===== config.mk =====
export PLATFORM = sky130hd
export DESIGN_NAME = cpu_fetch
export DESIGN_NICKNAME = d
export VERILOG_FILES = /design/src/rtl/CPU_Types.sv /design/src/rtl/cpu_fetch_predecode.sv /design/src/rtl/cpu_fetch.sv
export SDC_FILE = /design/constraint.sdc
export NUM_CORES = 1
export LEC_CHECK = 0
export CAP_MARGIN = 5
export CORE_MARGIN = 5
export CORE_UTILIZATION = 40
export DETAILED_ROUTE_END_ITERATION = 7
export GPL_ROUTABILITY_DRIVEN = 0
export PLACE_DENSITY = 0.79
export SYNTH_ARGS = -nofsm -noshare
export SYNTH_HDL_FRONTEND = slang
export SYNTH_HIERARCHICAL = 1
export SYNTH_SLANG_ARGS = --single-unit

===== constraint.sdc =====
create_clock -name i_clock -period 1.9 [get_ports i_clock]
set_input_delay 0.19 -clock i_clock [delete_from_list [all_inputs] [get_ports i_clock]]
set_output_delay 0.19 -clock i_clock [all_outputs]
set_load 0.03 [all_outputs]

===== src/rtl/CPU_Types.sv =====
// Shared fetch-stage types: opcode constants, fetch FSM states and
// the bundle handed from fetch to decode.
package CPU_Types;

    localparam logic [6:0] OPCODE_JAL    = 7'b1101111;
    localparam logic [6:0] OPCODE_BRANCH = 7'b1100011;

    typedef enum logic [1:0] {
        REQUEST,
        HOLD,
        DISCARD
    } fetch_state_t;

    typedef struct packed {
        logic [31:0] instruction;
        logic [31:0] pc;
        logic [31:0] pc_next;
    } fetch_output_t;

endpackage


===== src/rtl/cpu_fetch_predecode.sv =====
// Combinational predecode of one instruction word: jump class and
// sign-extended B/J immediates, shared by fetch and decode.
module cpu_fetch_predecode
    import CPU_Types::*;
(
    input  logic [31:0] i_word,
    output logic        o_is_jal,
    output logic        o_is_jump_conditional,
    output logic [31:0] o_B_imm,
    output logic [31:0] o_J_imm
);

    assign o_is_jal              = (i_word[6:0] == OPCODE_JAL);
    assign o_is_jump_conditional = (i_word[6:0] == OPCODE_BRANCH);

    assign o_B_imm = {{20{i_word[31]}}, i_word[7], i_word[30:25],
                      i_word[11:8], 1'b0};
    assign o_J_imm = {{12{i_word[31]}}, i_word[19:12], i_word[20],
                      i_word[30:21], 1'b0};

endmodule


===== src/rtl/cpu_fetch.sv =====
// Instruction-fetch stage: one outstanding bus read, predictor-driven
// next PC, valid/ready handoff to decode and redirect flush.
module cpu_fetch
    import CPU_Types::*;
#(
    parameter logic [31:0] RESET_PC = 32'h0000_0000
) (
    input  logic        i_clock,
    input  logic        i_reset_n,
    output logic        o_bus_request,
    output logic [31:0] o_bus_address,
    input  logic        i_bus_ready,
    input  logic [31:0] i_bus_rdata,
    output logic [31:0] o_bp_pc,
    output logic        o_bp_is_jal,
    output logic        o_bp_is_jump_conditional,
    output logic [31:0] o_bp_inst_B_imm,
    output logic [31:0] o_bp_inst_J_imm,
    input  logic [31:0] i_bp_pc_hint,
    output logic        o_valid,
    input  logic        i_ready,
    output logic [31:0] o_instruction,
    output logic [31:0] o_pc,
    output logic [31:0] o_pc_next,
    input  logic        i_jump,
    input  logic [31:0] i_jump_pc
);

    fetch_state_t  r_state;
    fetch_state_t  w_state_next;
    logic [31:0]   r_pc;
    logic [31:0]   w_pc_next;
    logic [31:0]   r_addr;
    logic [31:0]   r_inst;
    logic [31:0]   r_hold_pc;
    logic          w_capture;
    logic [31:0]   w_jump_pc;
    fetch_output_t w_out;

    assign w_jump_pc = i_jump_pc & 32'hFFFF_FFFC;

    always_comb begin
        w_state_next = r_state;
        w_pc_next    = r_pc;
        w_capture    = 1'b0;
        unique case (r_state)
            REQUEST: begin
                if (i_jump) begin
                    w_pc_next    = w_jump_pc;
                    w_state_next = i_bus_ready ? REQUEST : DISCARD;
                end else if (i_bus_ready) begin
                    w_capture    = 1'b1;
                    w_state_next = HOLD;
                end
            end
            HOLD: begin
                if (i_jump) begin
                    w_pc_next    = w_jump_pc;
                    w_state_next = REQUEST;
                end else if (i_ready) begin
                    w_pc_next    = i_bp_pc_hint & 32'hFFFF_FFFC;
                    w_state_next = REQUEST;
                end
            end
            DISCARD: begin
                if (i_jump) begin
                    w_pc_next = w_jump_pc;
                end
                if (i_bus_ready) begin
                    w_state_next = REQUEST;
                end
            end
            default: w_state_next = REQUEST;
        endcase
    end

    // Bus address only moves when a fresh request starts, so it stays
    // stable across a pending read even if the PC is redirected.
    always_ff @(posedge i_clock or negedge i_reset_n) begin
        if (!i_reset_n) begin
            r_state   <= REQUEST;
            r_pc      <= RESET_PC;
            r_addr    <= RESET_PC;
            r_inst    <= 32'h0;
            r_hold_pc <= 32'h0;
        end else begin
            r_state <= w_state_next;
            r_pc    <= w_pc_next;
            if (w_state_next == REQUEST) begin
                r_addr <= w_pc_next;
            end
            if (w_capture) begin
                r_inst    <= i_bus_rdata;
                r_hold_pc <= r_pc;
            end
        end
    end

    assign o_bus_request = i_reset_n && (r_state != HOLD);
    assign o_bus_address = r_addr;
    assign o_valid       = (r_state == HOLD);

    assign w_out.instruction = r_inst;
    assign w_out.pc          = r_hold_pc;
    assign w_out.pc_next     = o_valid ? i_bp_pc_hint : 32'h0;

    assign o_instruction = w_out.instruction;
    assign o_pc          = w_out.pc;
    assign o_pc_next     = w_out.pc_next;
    assign o_bp_pc       = r_hold_pc;

    cpu_fetch_predecode u_predecode (
        .i_word                (r_inst),
        .o_is_jal              (o_bp_is_jal),
        .o_is_jump_conditional (o_bp_is_jump_conditional),
        .o_B_imm               (o_bp_inst_B_imm),
        .o_J_imm               (o_bp_inst_J_imm)
    );

endmodule


==> results of run 1 <==
-- cells by family (layout without fill, tap and decap cells) --
| family | Yosys count | count (layout) | synth area share, % |
|---|---|---|---|
| buffers and inverters | 137 | 383 | 14.3 |
| flip-flops | 130 | 130 | 46.7 |
| multiplexers | 126 | 126 | 20.6 |
| AND/OR/NAND/NOR | 98 | 98 | 8.18 |
| AO/OA/AOI/OAI | 92 | 92 | 10.1 |
| other | 1 | 2 | 0.0538 |
-- cell usage in the layout (no fill, tap or decap), types with 7 or more instances in the layout --
cell / count
and2_1: 33
clkbuf_16: 17
mux2_1: 29
buf_12: 7
a21boi_0: 12
o221ai_1: 30
a2bb2oi_1: 12
nand2_1: 33
clkdlybuf4s50_1: 252
mux2_2: 52
buf_4: 84
mux2_4: 15
mux2i_1: 30
nor2b_1: 21
dfrtp_1: 128
a211oi_1: 18
o21ai_0: 18
-- through the flow --
stage          util, %  worst slack [ns]  cells
2_1_floorplan        -            0.0981    585
3_3_place_gp      55.9             0.112   1023
3_5_place_dp      55.9            0.0901   1023
4_1_cts           59.2          0.000737   1056
5_1_grt           59.2            0.0248   1056
6_report          59.2            0.0999   1056
-- synthesized netlist by cell type (all sizes together) --
library cell  instances
a211oi               18
a21boi               13
a21oi                 1
a2bb2oi              12
and2                 33
buf                 123
clkbuf               13
conb                  1
dfrtp               130
inv                   1
mux2                 96
mux2i                30
nand2                33
nand2b                2
nand3b                1
nor2                  2
nor2b                22
nor3                  3
nor4                  1
o21ai                18
o221ai               30
or2                   1
-- timing repair --
action / in CTS / in global routing
setup buffers: 0 / 0
setup endpoints to repair: 2 / 18
hold endpoints to repair: 130 / 0
hold buffers: 1 / 0
resized for setup: 2 / 3
-- worst min-delay path by stage --
| stage | depth (start not counted) | from | end |
|---|---|---|---|
| floorplan | 0 | i_reset_n | o_bp_pc[0] |
| CTS | 3 | i_ready | r_state[0] |
| global placement | 2 | i_reset_n | o_bus_address[11] |
| finish | 3 | i_ready | r_state[0] |
| detailed placement | 2 | i_reset_n | o_bp_pc[7] |
| global route | 3 | i_ready | r_state[0] |
-- state kept, by name (all words and copies together), names as in the netlist --
signal / count
o_bp_pc: 32
o_instruction: 32
r_pc: 32
r_state: 2
o_bus_address: 32
-- metal layers --
layer  global-route usage (%)  wire length [µm]
met2                     34.0             10300
met5                        0                20
met4                     6.21               395
met3                     5.24              1360
met1                     24.0              8180
-- worst max-delay path, stage by stage, from the launching register on --
cell	delay [ns]
dfrtp_1	0.40
nand3b_4	0.17
nor4_2	0.20
dlygate4sd2_1	0.44
-- power by group through the flow --
stage                     Sequential [mW]  Clock [mW]  Combinational (mW)
after CTS                            4.03        3.17                6.20
final                                4.02        3.11                6.12
after floorplan                      5.05           0                3.02
after detailed placement             4.06           0                6.18
after global placement               4.03           0                6.11
after global routing                 4.13        3.31                6.38
-- final cells by class --
| class | instances | area [µm²] | share of cell area [%] |
|---|---|---|---|
| Timing Repair Buffer | 350 | 3350 | 33.0 |
| Sequential cell | 130 | 3260 | 32.0 |
| Multi-Input combinational cell | 318 | 2720 | 26.8 |
| Clock buffer | 18 | 429 | 4.22 |
| Tap cell | 225 | 282 | 2.77 |
| Clock inverter | 14 | 130 | 1.28 |
| Inverter | 1 | 3.75 | 0.0369 |
==> flow_metrics.tcl, run 1 <==
set metrics [dict create \
    synth_area_leaders "dfrtp_1 47%, buf_4 10%, mux2_2 8.4%" \
    syn_inst 584 \
    p_sw_mw 5.33 \
    antenna_cells 0 \
    ios 329 \
    die_h_um 142 \
    p_seq_share_pct 30.3 \
    drcViolationCount 0 \
    p_clk_share_pct 23.5 \
    insertion_delay_ns 0.41 \
    critPathMaxFanout 3 \
    dieWidth_um 142 \
    cts_sinks 130 \
    cp-endpoint "o_bp_is_jump_conditional" \
    status "finished clean" \
    start_kind "flip-flop" \
    powerDensity_nw_per_um2 1300 \
    fin_skew_ns 0.00774 \
    path_class "reg2out" \
    synthDistinctLibCells 32 \
    core_um2 17200 \
    finalNetCount 919 \
    critPathRequiredTime_ns 1.71 \
    synth.avg_cell_area_um2 11.9 \
    p_leak_nw 4.35 \
    power.share.switching_pct 40.3 \
    reg2reg_depth 5 \
    drive_above_1_share_pct 24.4 \
    cts_max_path_buffers 2 \
    cp.arrival_ns 1.61 \
    drtIter0Drc 220 \
    hold_ws_ns 0.184 \
    cts_max_level 4 \
    synth_warnings 6 \
    synth_top_area_share_pct 46.7 \
    final_hold_viol_count 0 \
    cts_tree "built" \
    ant_nets 0 \
    dp_hpwl_um 15100 \
    grt-ovfl-total 0 \
    vias 5356 \
    wl_per_cell_um 19.2 \
    pwr-share-comb_pct 46.2 \
    hp-class "in2reg" \
    clkSlewWorstSetupHoldPaths_ns 0.06 \
    finalSetupTns_ns 0 \
    post-route-period-util_pct 94.7 \
    fillers 1452 \
    max_cap_violations 0 \
    grt_max_degree 131 \
    crit_start "o_instruction[4]" \
    irDropWorstVdd_mv 0.724 \
    portBuffers 324 \
    die-area_um2 20200 \
    start_util_pct 40.6 \
    drv_slew 0 \
    syn_to_final_growth_pct 46.0 \
    yosysTopAreaCell "dfrtp_1" \
    drt_pre_antenna_iters 4 \
    rsz0062_at_grt "false" \
    final.min_clock_period_ns 1.80 \
    track_usage_pct 19.7 \
    worstMarginPinSlew_ns 0.691 \
    max_freq_mhz 556 \
    reg2reg_from "r_state[1]" \
    grt_pass1_wl_um 31100 \
    final_area_um2 10200 \
    grt_pass1_vias 5481 \
    synth_area_um2 6970 \
    cts_made_buffers 17 \
    p_int_mw 7.92 \
    viasPerCell 5.07 \
    antenna_found_initial 1 \
    reg2reg_slack_ns 0.22 \
    power.total_mw 13.2 \
    slew_headroom_pct 53.9 \
    end_kind "output port" \
    rows 48 \
    r2r_end "o_bus_address[24]" \
    setup_viol 0 \
    wirelength_um 20200 \
    yosysSeqAreaShare_pct 46.7 \
    synth_seq_cells 130 \
    cts-root-buf "clkbuf_16" \
    placed_area_um2 9600 \
]
Note: power is estimated with default switching activity, not from simulation.
==> run 2: changes to the inputs <==
CORE_MARGIN = unset   (was 5)
==> run 2 against run 1 <==
Effect of this change: flip-flop and latch count is the same; total power grew 4.2%; non-clock buffer count grew 4; wire length shrank 3.7%; count of clock-buffer cells in the layout grew 3.
==> flow_metrics.tcl, run 2 (synthesized netlist as in run 1, its figures left out) <==
set metrics [dict create \
    status "finished clean" \
    hp-class "in2reg" \
    rows 47 \
    topRoutingLayerUsed "met4" \
    hold_ws_ns 0.118 \
    insertion_delay_ns 0.41 \
    die_h_um 134 \
    cts_tree "built" \
    antenna_found_initial 0 \
    max_cap_violations 0 \
    dp_hpwl_um 14100 \
    drt_pre_antenna_iters 4 \
    grt_pass1_vias 5298 \
    crit_start "o_instruction[4]" \
    reg2reg_depth 6 \
    vias 5311 \
    end_kind "output port" \
    portBuffers 324 \
    reg2reg_slack_ns 0.14 \
    rsz0062_at_grt "false" \
    path_class "reg2out" \
    mostFrequentLayoutCell "clkdlybuf4s50_1" \
    fin_skew_ns 0.00478 \
    cts_max_level 4 \
    start_util_pct 41.5 \
    reg2reg_from "r_state[0]" \
    core_um2 16800 \
    r2r_end "o_bus_address[23]" \
    cts_max_path_buffers 2 \
    place_inst 1020 \
    dieWidth_um 134 \
    clkSlewWorstSetupHoldPaths_ns 0.06 \
    worstMarginPinSlew_ns 0.753 \
    final_hold_viol_count 0 \
    cp.arrival_ns 1.65 \
    cp-endpoint "o_bp_is_jal" \
    track_usage_pct 21.8 \
    cts_sinks 130 \
    setup_viol 0 \
    drv_slew 0 \
    p_leak_nw 4.44 \
    grt_pass1_wl_um 29800 \
    drtIter0Drc 167 \
    grt-ovfl-total 0 \
    wirelength_um 19500 \
    wl_per_cell_um 18.5 \
    layout_common_cells "252 x clkdlybuf4s50_1, 129 x dfrtp_1, 57 x buf_4" \
    slew_headroom_pct 49.8 \
    finalSetupTns_ns 0 \
    finalNetCount 923 \
    final.min_clock_period_ns 1.84 \
    drive_above_1_share_pct 21.1 \
    drt-met1-wl_um 7950 \
    drcViolationCount 0 \
    ios 329 \
    powerDensity_nw_per_um2 1330 \
    max_freq_mhz 543 \
    critPathRequiredTime_ns 1.71 \
    syn_to_final_growth_pct 48.6 \
    met2RoutedLength_um 9900 \
    cts_made_buffers 17 \
    critPathMaxFanout 3 \
    die-area_um2 18000 \
    viasPerCell 5.03 \
    fin_cells 1055 \
    post-route-period-util_pct 97.0 \
    irDropWorstVdd_mv 0.738 \
    antenna_cells 0 \
    start_kind "flip-flop" \
    grt_max_degree 131 \
    dr_wl_met3_um 1190 \
    cts-root-buf "clkbuf_16" \
    ant_nets 0 \
]
## run 2: critical path, stage by stage (launching register included)
cell and delay (ns):
dfrtp_1 0.39, nand3b_4 0.17, nor3_1 0.24, dlygate4sd2_1 0.44
## run 2: report_power, final
group	total, mW	switching, mW	internal [mW]
clock network	3.73	1.25	2.48
registers	4.02	0.576	3.44
logic	6.06	3.43	2.63
## run 2: per-stage QoR
step                total power, mW  instance area, µm²  setup slack, ns  util, %
floorplan                      8.07                6980           0.0981        -
global placement               10.2                9690           0.0733     57.6
detailed placement             10.3                9690           0.0578     57.6
CTS                            13.9               10300           0.0141     61.5
global route                   14.3               10400           0.0120     61.6
finish                         13.8               10400           0.0579     61.6
## run 2: worst min-delay path by stage
stage | start | endpoint | depth (start not counted)
after floorplan | i_reset_n | o_bp_pc[0] | 0
final | i_jump | r_state[1] | 3
after CTS | i_jump | r_state[1] | 3
after global routing | i_jump | r_state[1] | 3
after detailed placement | i_reset_n | o_bus_address[2] | 2
after global placement | i_reset_n | o_bus_address[2] | 2
## run 2: what timing repair did
item | in CTS | in global routing
hold endpoints to repair | 130 | 0
setup endpoints to repair | 64 | 3
setup buffers | 0 | 2
hold buffers | 1 | 0
gates resized for setup | 35 | 0
## run 2: metal layers
layer / GRT usage, % / vias to the layer above
met2: 38.1 / 210
met4: 8.30 / 0
met1: 26.1 / 2623
met5: 0 / -
met3: 4.61 / 33
li1: - / 2445
## run 2: cell type report
class                   instances  area [µm²]
repair buffers                354        3420
fillers                      1381        6460
multi-input cells             318        2720
flip-flops and latches        130        3250
clock buffers                  21         480
well taps                     220         275
clock inverters                11         199
inverters                       1        3.75
